File: src/rtl/serial_comp_ctrl.sv
// Bit-serial unsigned magnitude comparator controller.
// Latches two WIDTH-bit operands and walks them MSB-first one bit per clock.
// The first differing bit decides the result. The result is reported as
// gt/eq/lt through a start/busy/done handshake.
module serial_comp_ctrl #(
  parameter int WIDTH      = 8,
  parameter bit EARLY_EXIT = 1'b1
) (
  input  logic             clk,
  input  logic             rst,
  input  logic             start,
  input  logic             abort,
  input  logic [WIDTH-1:0] a,
  input  logic [WIDTH-1:0] b,
  output logic             busy,
  output logic             done,
  output logic             gt,
  output logic             eq,
  output logic             lt
);

  localparam int CNT_W = (WIDTH > 2) ? $clog2(WIDTH) : 1;

  typedef enum logic [1:0] {
    S_IDLE  = 2'd0,
    S_SHIFT = 2'd1,
    S_DONE  = 2'd2
  } state_t;

  state_t             state_q, state_d;
  logic [WIDTH-1:0]   sa_q, sa_d;
  logic [WIDTH-1:0]   sb_q, sb_d;
  logic [CNT_W-1:0]   cnt_q, cnt_d;
  logic               decided_q, decided_d;
  logic               g_q, g_d;
  logic               done_q, done_d;
  logic               gt_q, gt_d;
  logic               eq_q, eq_d;
  logic               lt_q, lt_d;

  // The current bit pair differs.
  logic mismatch;
  assign mismatch = sa_q[WIDTH-1] ^ sb_q[WIDTH-1];

  // Next-state and datapath update. Defaults hold every register, and done is a single-cycle pulse.
  always_comb begin
    state_d   = state_q;
    sa_d      = sa_q;
    sb_d      = sb_q;
    cnt_d     = cnt_q;
    decided_d = decided_q;
    g_d       = g_q;
    done_d    = 1'b0;
    gt_d      = gt_q;
    eq_d      = eq_q;
    lt_d      = lt_q;

    unique case (state_q)
      S_IDLE: begin
        // Start takes priority over abort here. Abort has no meaning in IDLE.
        if (start) begin
          sa_d      = a;
          sb_d      = b;
          cnt_d     = CNT_W'(WIDTH - 1);
          decided_d = 1'b0;
          g_d       = 1'b0;
          gt_d      = 1'b0;
          eq_d      = 1'b0;
          lt_d      = 1'b0;
          state_d   = S_SHIFT;
        end
      end

      S_SHIFT: begin
        sa_d  = {sa_q[WIDTH-2:0], 1'b0};
        sb_d  = {sb_q[WIDTH-2:0], 1'b0};
        cnt_d = cnt_q - CNT_W'(1);
        // Only the most significant differing bit counts.
        if (mismatch && !decided_q) begin
          decided_d = 1'b1;
          g_d       = sa_q[WIDTH-1];
        end
        if (abort) begin
          // Cancelled compares leave all flags cleared and produce no done pulse.
          state_d = S_IDLE;
        end else if ((EARLY_EXIT && mismatch) || (cnt_q == '0)) begin
          // Fold in this edge's decision so the flags are valid with done.
          state_d = S_DONE;
          done_d  = 1'b1;
          gt_d    = decided_d & g_d;
          lt_d    = decided_d & ~g_d;
          eq_d    = ~decided_d;
        end
      end

      S_DONE: begin
        state_d = S_IDLE;
      end

      default: begin
        state_d = S_IDLE;
      end
    endcase
  end

  // State and datapath registers. Reset clears everything asynchronously.
  always_ff @(posedge clk or posedge rst) begin
    if (rst) begin
      state_q   <= S_IDLE;
      sa_q      <= '0;
      sb_q      <= '0;
      cnt_q     <= '0;
      decided_q <= 1'b0;
      g_q       <= 1'b0;
      done_q    <= 1'b0;
      gt_q      <= 1'b0;
      eq_q      <= 1'b0;
      lt_q      <= 1'b0;
    end else begin
      state_q   <= state_d;
      sa_q      <= sa_d;
      sb_q      <= sb_d;
      cnt_q     <= cnt_d;
      decided_q <= decided_d;
      g_q       <= g_d;
      done_q    <= done_d;
      gt_q      <= gt_d;
      eq_q      <= eq_d;
      lt_q      <= lt_d;
    end
  end

  assign busy = (state_q != S_IDLE);
  assign done = done_q;
  assign gt   = gt_q;
  assign eq   = eq_q;
  assign lt   = lt_q;

endmodule

File: config.mk
export PLATFORM = sky130hd
export DESIGN_NAME = serial_comp_ctrl
export DESIGN_NICKNAME = d
export VERILOG_FILES = /design/src/rtl/serial_comp_ctrl.sv
export SDC_FILE = /design/constraint.sdc
export NUM_CORES = 1
export LEC_CHECK = 0
export ABC_AREA = 1
export CAP_MARGIN = 20
export CORE_AREA = 2 2 64 60
export CTS_CLUSTER_SIZE = 24
export DETAILED_ROUTE_END_ITERATION = 7
export DIE_AREA = 0 0 66 62
export PLACE_DENSITY = 0.75
export SYNTH_ARGS = -nofsm -noshare
export SYNTH_HDL_FRONTEND = slang
export SYNTH_SLANG_ARGS = --single-unit
File: constraint.sdc
create_clock -name clk -period 1.2 [get_ports clk]
set_input_delay 0.24 -clock clk [delete_from_list [all_inputs] [get_ports clk]]
set_output_delay 0.24 -clock clk [all_outputs]
set_load 0.02 [all_outputs]
Word-level counts from Yosys, hierarchy flattened
Cells that the tools add are included.
- output and inout port bits: 5
- register bits: 27
- logic and storage cells: 60
- input bits: 20
- bitwise gates (word level): 5
- add/sub/neg operators: 1
- equality and inequality tests: 5
- multiplexer cells: 29
- reductions and logical operators: 10
- operator list (kind ; number):
    $pmux 8 s2 ; 2
    $mux 8 ; 2
    $mux 1 ; 14
    $pmux 1 s2 ; 5
    $mux 2 ; 3
    $ne 2x2->1 const B ; 3
    $pmux 3 s2 ; 1
    $pmux 2 s2 ; 1
    $reduce_and 2->1 ; 2
    $reduce_and 4->1 ; 1
    $reduce_bool 2->1 ; 2
    $logic_not 3->1 ; 1
    $mux 3 ; 1
    $ne 3x3->1 const B ; 1
    $sub 3x1->3 const B ; 1
    $and 1x1->1 ; 2
    $eq 2x1->1 const B ; 1
    $logic_not 2->1 ; 1
    $not 1->1 ; 2
    $logic_and 1x1->1 ; 1
    $logic_not 1->1 ; 1
    $logic_or 1x1->1 ; 1
    $xor 1x1->1 ; 1

Depth between registers and ports, before layout
Gate-level depths: netlist (run 1).
- depth after elaboration: 9
- gate-level depth with buffers: 9
- gate-level depth less buffers: 9

Least setup slack after synthesis (run 1)
OpenSTA, ideal clock, no wires.
- path type: register to register
- start point: register cnt_q[0]
- end point: register lt_q, in the netlist lt
- stages on the path, launching flop included: 10
- data required time: 1083 ps
- library setup time: 117 ps
- buffers on the path: 0
- setup slack: -79 ps
- arrival time: 1161 ps
- clock period less this slack: 1279 ps
- cell sequence: dfrtp_1 > inv_1 > ha_1 > ha_1 > inv_1 > nand3_1 > nand2_1 > nand2_1 > nand3_1 > nand2_1
- longest elaborated chain between the ends: 4
- ends and longest elaborated chain (what ; RTL line ; text):
    start: declaration ; 33 ; logic [CNT_W-1:0] cnt_q, cnt_d;
    start signal: assignment ; 123 ; cnt_q <= cnt_d;
    $logic_not 3->1 ; 86 ; end else if ((EARLY_EXIT && mismatch) || (cnt_q == '0)) begin
    $logic_or 1x1->1 ; 86 ;
    $ne 2x2->1 (no line) ; - ;
    $reduce_and 4->1 (no line) ; - ;
    end signal: assignment ; 129 ; lt_q <= lt_d;
    end: declaration ; 39 ; logic lt_q, lt_d;
Every way passes these cells.
A chain may end at the register's enable or synchronous reset.

Final worst setup path (run 1)
- start point: register state_q[1]
- end point: register gt_q, in the netlist gt
- longest elaborated chain between the ends: 3
- elaborated cells on any way between the ends: 8
- classes of those cells: eq/ne (4); mux (1); reduce/logical (3)
- ends and longest elaborated chain (what ; RTL line ; text):
    start: declaration ; 30 ; state_t state_q, state_d;
    start signal: assignment ; 120 ; state_q <= state_d;
    $eq 2x1->1 or $logic_not 2->1 (tied branches) ; 58 ; unique case (state_q)
    $ne 2x2->1 (no line) or $reduce_bool 2->1 (tied branches) ; - ;
    $reduce_and 4->1 (no line) ; - ;
    end signal: assignment ; 127 ; gt_q <= gt_d;
    end: declaration ; 37 ; logic gt_q, gt_d;
Parallel ways exist; a longest one is shown, timed or not.

==> results.py, run 1 <==
metrics = {
    "run_status": {
        "outcome": "finished with violations",
        "violations": "negative setup slack",
    },
    "floorplan": {
        "floorplan.initialDensity_pct": 37.0,
        "rows": 21,
        "io_pins": 25,
        "core_um2": 3520,
        "die_area_um2": 4090,
        "die_w_um": 66,
        "die_y_um": 62,
    },
    "clocking": {
        "cts_tree": "built",
        "path_clk_slew_ns": 0.09,
        "cts_hold_buf": 0,
        "clock_path_buffers": 2,
        "root_buffer": "clkbuf_8",
        "cts_sinks": 27,
        "numCtsBuffers": 3,
        "clk_latency_ns": 0.27,
        "h-tree-depth": 1,
    },
    "critical_path": {
        "startpoint": "state_q[1]",
        "cp_max_fo": 5,
        "cp_cell_sequence": "buf_4 > inv_4 > nand2_8 > nor2_2 > nand2_2 > buf_12 > nand3_2 > nand2_1",
        "cpMaxStageDelayCell": "dfrtp_1",
        "crit_path_end_kind": "flop",
        "cp_data_arrival_time_ns": 1.45,
        "critPathBufInv": 3,
        "r2r-start": "state_q[1]",
        "cp_num_cells": 8,
        "cpPeakStageDelay_ns": 0.40,
        "cp.required_ns": 1.36,
        "rr_worst_depth": 8,
        "startpoint_type": "flop",
        "critPathTopFamily": "simple AND/OR/NAND/NOR gates",
        "crit_type": "flop to flop",
    },
    "timing": {
        "clock_skew_ns": 0.00241,
        "tightest_slew_ns": 0.253,
        "hold_viol": 0,
        "setup_viol": 7,
        "max_freq_mhz": 778,
        "setup_slack_ns": -0.0858,
        "rsz0062_at_grt": "true",
        "tns_ns": -0.295,
        "maxSlewViolCount": 0,
        "period_share_pct": 107,
        "min_period_ns": 1.29,
        "slew-limit-headroom_pct": 83.0,
    },
    "finish": {
        "diodes": 0,
        "finalNetCount": 211,
        "syn_to_final_growth_pct": 45.8,
        "drive_gt1_share_pct": 32.4,
    },
    "synth": {
        "synth_seq_cells": 27,
        "synth-seq-area-share_pct": 51.9,
        "ys.flop_type": "dfrtp_1",
        "synth_commonest_cells": "30 x nand2_1, 27 x dfrtp_1, 18 x nor2_1, 16 x o21ai_0, 14 x inv_1",
        "syn_avg_cell_area_um2": 8.92,
        "yosysTopAreaCell": "dfrtp_1",
        "syn_nets": 168,
        "ys_top_cells_by_area": "dfrtp_1 52%, nand2_1 8.6%, o21ai_0 6.1%",
        "synthMostInstantiatedCell": "nand2_1",
        "synth_cells": 146,
        "netlist-cell-type-count": 20,
        "syn_area_um2": 1300,
        "ys.warnings.count": 0,
        "synth_edf_count": 0,
        "yosysTopAreaCellShare_pct": 51.9,
        "async_flop_share_pct": 100,
    },
    "route": {
        "wl_met2_um": 1320,
        "vias": 1121,
        "wl_met3_um": 114,
        "drt-wirelength-per-cell_um": 12.0,
        "wl_um": 2800,
        "drtPass1Iterations": 4,
        "dr.max_layer_used": "met4",
        "ant_nets": 0,
        "drt_iter0_markers": 47,
        "wl_met1_um": 1350,
        "vias_per_cell": 4.79,
        "drc": 0,
    },
    "place": {
        "portBuffers": 24,
        "pre_cts_slack_ns": -0.167,
        "place_congestion": 0.808,
        "hpwl_um": 1830,
    },
    "global_routing": {
        "track_usage_pct": 14.8,
        "grt_overflow_total": 0,
        "antenna_found_initial": 0,
        "grt_max_degree": 28,
        "grt_pass1_vias": 1082,
        "grt_first_pass_wirelength_um": 4530,
    },
    "power": {
        "p_per_area_nw_per_um2": 2520,
        "ir_drop_mv": 1.03,
        "leakage_nw": 0.889,
    },
    "hold_path": {
        "hold_path.class": "primary input to asynchronous set/reset pin",
    },
    "job": {
        "cap_violations": 0,
    },
}
-- sequential cells by signal (all words and copies together) (netlist names), 2 cells and up --
name and count:
state_q 2, sb_q 8, sa_q 8, cnt_q 3
-- tightest hold or removal path, delay by kind of cell --
| family | cells | cell delay, ns |
|---|---|---|
| buffers and inverters | 3 | 0.67 |
-- layer usage --
metal | track usage, % | vias to the layer above
li1 | - | 557
met1 | 19.4 | 537
met2 | 24.1 | 23
met3 | 2.52 | 4
met4 | 7.58 | 0
met5 | 0 | -
-- through the flow --
| stage | std cells | util [%] | area [um^2] | total power, W | hold WS [ns] |
|---|---|---|---|---|---|
| floorplan | 146 | - | 1320 | 0.00305 | 0.293 |
| global placement | 228 | 50.1 | 1770 | 0.00394 | 0.462 |
| detailed placement | 228 | 50.1 | 1770 | 0.00398 | 0.469 |
| CTS | 234 | 53.2 | 1870 | 0.00463 | 0.293 |
| global route | 234 | 53.9 | 1900 | 0.00519 | 0.305 |
| finish | 234 | 53.9 | 1900 | 0.00478 | 0.293 |
-- placed cells by master, fill, tap and decap left out, types with 2 or more instances in the layout --
cell	Yosys	routed
clkdlybuf4s50_1	0	19
dfrtp_1	27	27
nand2_1	30	27
buf_6	2	2
nor2_1	18	15
o21ai_1	4	10
inv_1	14	9
o21ai_2	8	8
o21ai_0	16	10
buf_2	1	3
nor2_2	0	3
buf_4	1	11
o22ai_2	2	2
nand2_2	1	4
buf_12	1	6
inv_2	3	5
clkbuf_8	0	3
nand3_1	10	5
inv_4	0	2
ha_4	0	2
nand3_2	0	5
nand2_8	0	2
-- kinds of logic after synthesis --
logic type,after synthesis,share of synthesized area (%)
AOI/OAI and AO/OA,34,17.2
buffers and inverters,22,9.13
DFF,27,51.9
and+or+nand+nor,61,19.9
adders and majority gates,2,1.92
-- layout make-up --
type                    count  area [um^2]
flip-flops and latches     27          676
inverters                  17         73.8
clock buffers               4         45.0
fillers                   327         1620
repair buffers             43          452
multi-input cells          97          596
well taps                  46         57.6
-- where the power goes --
group          switching [W]  internal, W  total [W]
combinational        0.00144      0.00129    0.00273
clock               0.000270     0.000238   0.000507
sequential          0.000225      0.00132    0.00155
total                0.00194      0.00285    0.00478
-- worst paths after layout --
kind | to | slack [ns]
setup reg to reg | gt | -0.09
max in group asynchronous | lt | 0.75
hold reg to reg | sb_q[3] | 0.49
setup / recovery | gt | -0.09
min in group clk | sb_q[3] | 0.49
hold / removal | state_q[1] | 0.29
-- what timing repair did --
action | 4_1_cts | 5_1_grt
pin swaps | 5 | 4
setup endpoints to repair | 13 | 28
buffers inserted | 2 | 0
gates resized for setup | 24 | 23
Power figures use the tool's default switching activity.
==> run 2, diff against run 1 <==
--- a/config.mk
+++ b/config.mk
@@ -11,6 +11,7 @@
 export CTS_CLUSTER_SIZE = 24
 export DETAILED_ROUTE_END_ITERATION = 7
 export DIE_AREA = 0 0 66 62
+export GPL_TIMING_DRIVEN = 0
 export PLACE_DENSITY = 0.75
 export SYNTH_ARGS = -nofsm -noshare
 export SYNTH_HDL_FRONTEND = slang
==> run 2 against run 1 <==
Effect of this change:
- the run still ends with negative setup slack left
- largest power group unchanged
- final cell count fell by 1.7%
- sequential share of layout area increased by 0.33 points
- setup slack worse by 0.018 ns
- critical endpoint is now lt
- core utilization fell by 0.39 points
- count of clock-buffer cells in the layout unchanged
- clock power up 3%
- critical path depth decreased by 1
- highest routed layer unchanged
- routed wire length rose by 7.7%
- via count down 1.1%
- clock skew up 0.0030 ns
- cell area is 0.72% lower
- hold slack gained 0.067 ns
- critical path type unchanged
==> results.py, run 2 (same netlist as run 1, synthesis figures left out) <==
metrics = {
    "clocking": {
        "cts_tree": "built",
        "path_clk_slew_ns": 0.09,
        "cts_sinks": 27,
        "root_buffer": "clkbuf_8",
        "h-tree-depth": 1,
        "numCtsBuffers": 3,
        "clock_path_buffers": 2,
        "clk_latency_ns": 0.28,
    },
    "timing": {
        "setup_slack_ns": -0.103,
        "tightest_slew_ns": 0.589,
        "tns_ns": -0.788,
        "max_freq_mhz": 767,
        "clock_skew_ns": 0.00540,
        "maxSlewViolCount": 0,
        "slew-limit-headroom_pct": 60.7,
        "period_share_pct": 109,
        "hold_viol": 0,
        "setup_viol": 14,
        "whs_ns": 0.360,
        "rsz0062_at_grt": "true",
        "min_period_ns": 1.30,
    },
    "finish": {
        "most-common-layout-cells": "26 x dfrtp_1, 23 x nand2_1, 19 x clkdlybuf4s50_1, 16 x nor2_1, 11 x o21ai_1",
        "final_common_cell": "dfrtp_1",
        "finalNetCount": 207,
        "final_util_pct": 53.6,
        "diodes": 0,
        "syn_to_final_growth_pct": 44.8,
        "top_regs": "sa_q: 8 flops, sb_q: 8 flops, cnt_q: 3 flops",
        "nFillCells": 320,
        "drive_gt1_share_pct": 32.6,
    },
    "route": {
        "drt-wirelength-per-cell_um": 13.1,
        "drtPass1Iterations": 4,
        "drt_iter0_markers": 59,
        "wl_um": 3020,
        "ant_nets": 0,
        "vias_per_cell": 4.82,
        "drc": 0,
        "vias": 1109,
    },
    "global_routing": {
        "grt_pass1_vias": 1002,
        "grt_overflow_total": 0,
        "track_usage_pct": 15.0,
        "antenna_found_initial": 0,
        "grt_max_degree": 28,
        "grt_first_pass_wirelength_um": 4600,
    },
    "critical_path": {
        "crit_type": "flop to flop",
        "crit_path_end_kind": "flop",
        "cp_data_arrival_time_ns": 1.53,
        "critPathTopFamily": "simple AND/OR/NAND/NOR gates",
        "cpMaxStageDelayCell": "dfrtp_1",
        "cp_cell_sequence": "inv_2 > nand2_8 > nor2_1 > nand2_4 > nand2_4 > nand3_2 > nand2_2",
        "crit_top_cell": "nand2_4",
        "cp_max_fo": 6,
        "cpPeakStageDelay_ns": 0.43,
        "startpoint_type": "flop",
        "critPathBufInv": 1,
        "cp.required_ns": 1.42,
    },
    "floorplan": {
        "rows": 21,
        "die_area_um2": 4090,
        "io_pins": 25,
        "core_um2": 3520,
        "die_w_um": 66,
        "die_y_um": 62,
        "floorplan.initialDensity_pct": 37.0,
    },
    "place": {
        "place_congestion": 0.770,
        "hpwl_um": 1790,
        "portBuffers": 24,
        "pre_cts_slack_ns": -0.336,
    },
    "hold_path": {
        "hold_path.class": "primary input to asynchronous set/reset pin",
    },
    "run_status": {
        "violations": "negative setup slack",
        "outcome": "finished with violations",
    },
    "power": {
        "ir_drop_mv": 1.11,
        "p_per_area_nw_per_um2": 2590,
        "p_total_w": 0.00489,
        "leakage_nw": 0.878,
    },
    "job": {
        "cap_violations": 0,
    },
}
## run 2: cell count changes in the layout (fill, tap and decap cells not counted), sizes merged
cell	previous run	this run
clkbuf	4	10
buf	22	14
clkdlybuf4s15	2	0
inv	17	16
clkinvlp	0	1
## run 2: cell type report
class,count,area [um^2],area share (%)
sequential,27,677,35.9
timing repair buffer,34,335,17.8
buffer,5,76.3,4.05
clock buffer,4,45.0,2.39
multi-input combinational,97,619,32.8
tap,46,57.6,3.05
inverter,17,75.1,3.98
## run 2: worst reg2reg max path, stage by stage, from the launching register on
cell     delay (ns)
dfrtp_1        0.43
inv_2          0.13
nand2_8        0.09
nor2_1         0.25
nand2_4        0.12
nand2_4        0.10
nand3_2        0.07
nand2_2        0.06
## run 2: final timing paths
| check | to | cells past startpoint | slack [ns] | start |
|---|---|---|---|---|
| worst max-delay path | lt | 7 | -0.10 | state_q[1] |
| worst min-delay path | done | 2 | 0.36 | rst |
| max in group asynchronous | state_q[0] | 2 | 0.48 | rst |
| worst min register to register | sa_q[0] | 2 | 0.47 | sa_q[0] |
| worst max register to register | lt | 7 | -0.10 | state_q[1] |
| min in group clk | sa_q[0] | 2 | 0.47 | sa_q[0] |
## run 2: routing by layer
| metal | routed length [um] | vias up | global-route usage [%] |
|---|---|---|---|
| met3 | 110 | 9 | 2.88 |
| met1 | 1410 | 529 | 20.0 |
| li1 | - | 550 | - |
| met2 | 1420 | 21 | 23.8 |
| met5 | 0 | - | 0 |
| met4 | 80 | 0 | 7.29 |
## run 2: what timing repair did
action,in CTS,in global routing
setup buffers,5,3
hold buffers,0,0
resized for setup,31,28
cloned,0,2
pin swaps,3,2
endpoints found under the setup margin,12,32
## run 2: through the flow
stage / cell area, um^2 / instances
2_1_floorplan: 1320 / 146
3_3_place_gp: 1620 / 216
3_5_place_dp: 1620 / 216
4_1_cts: 1780 / 225
5_1_grt: 1890 / 230
6_report: 1890 / 230
## run 2: report_power, final
group	total (W)	internal [W]	leakage (nW)	switching (W)
registers	0.00155	0.00132	0.330	0.000226
logic	0.00282	0.00129	0.525	0.00152
clock network	0.000524	0.000239	0.0228	0.000286
total	0.00489	0.00285	0.878	0.00204
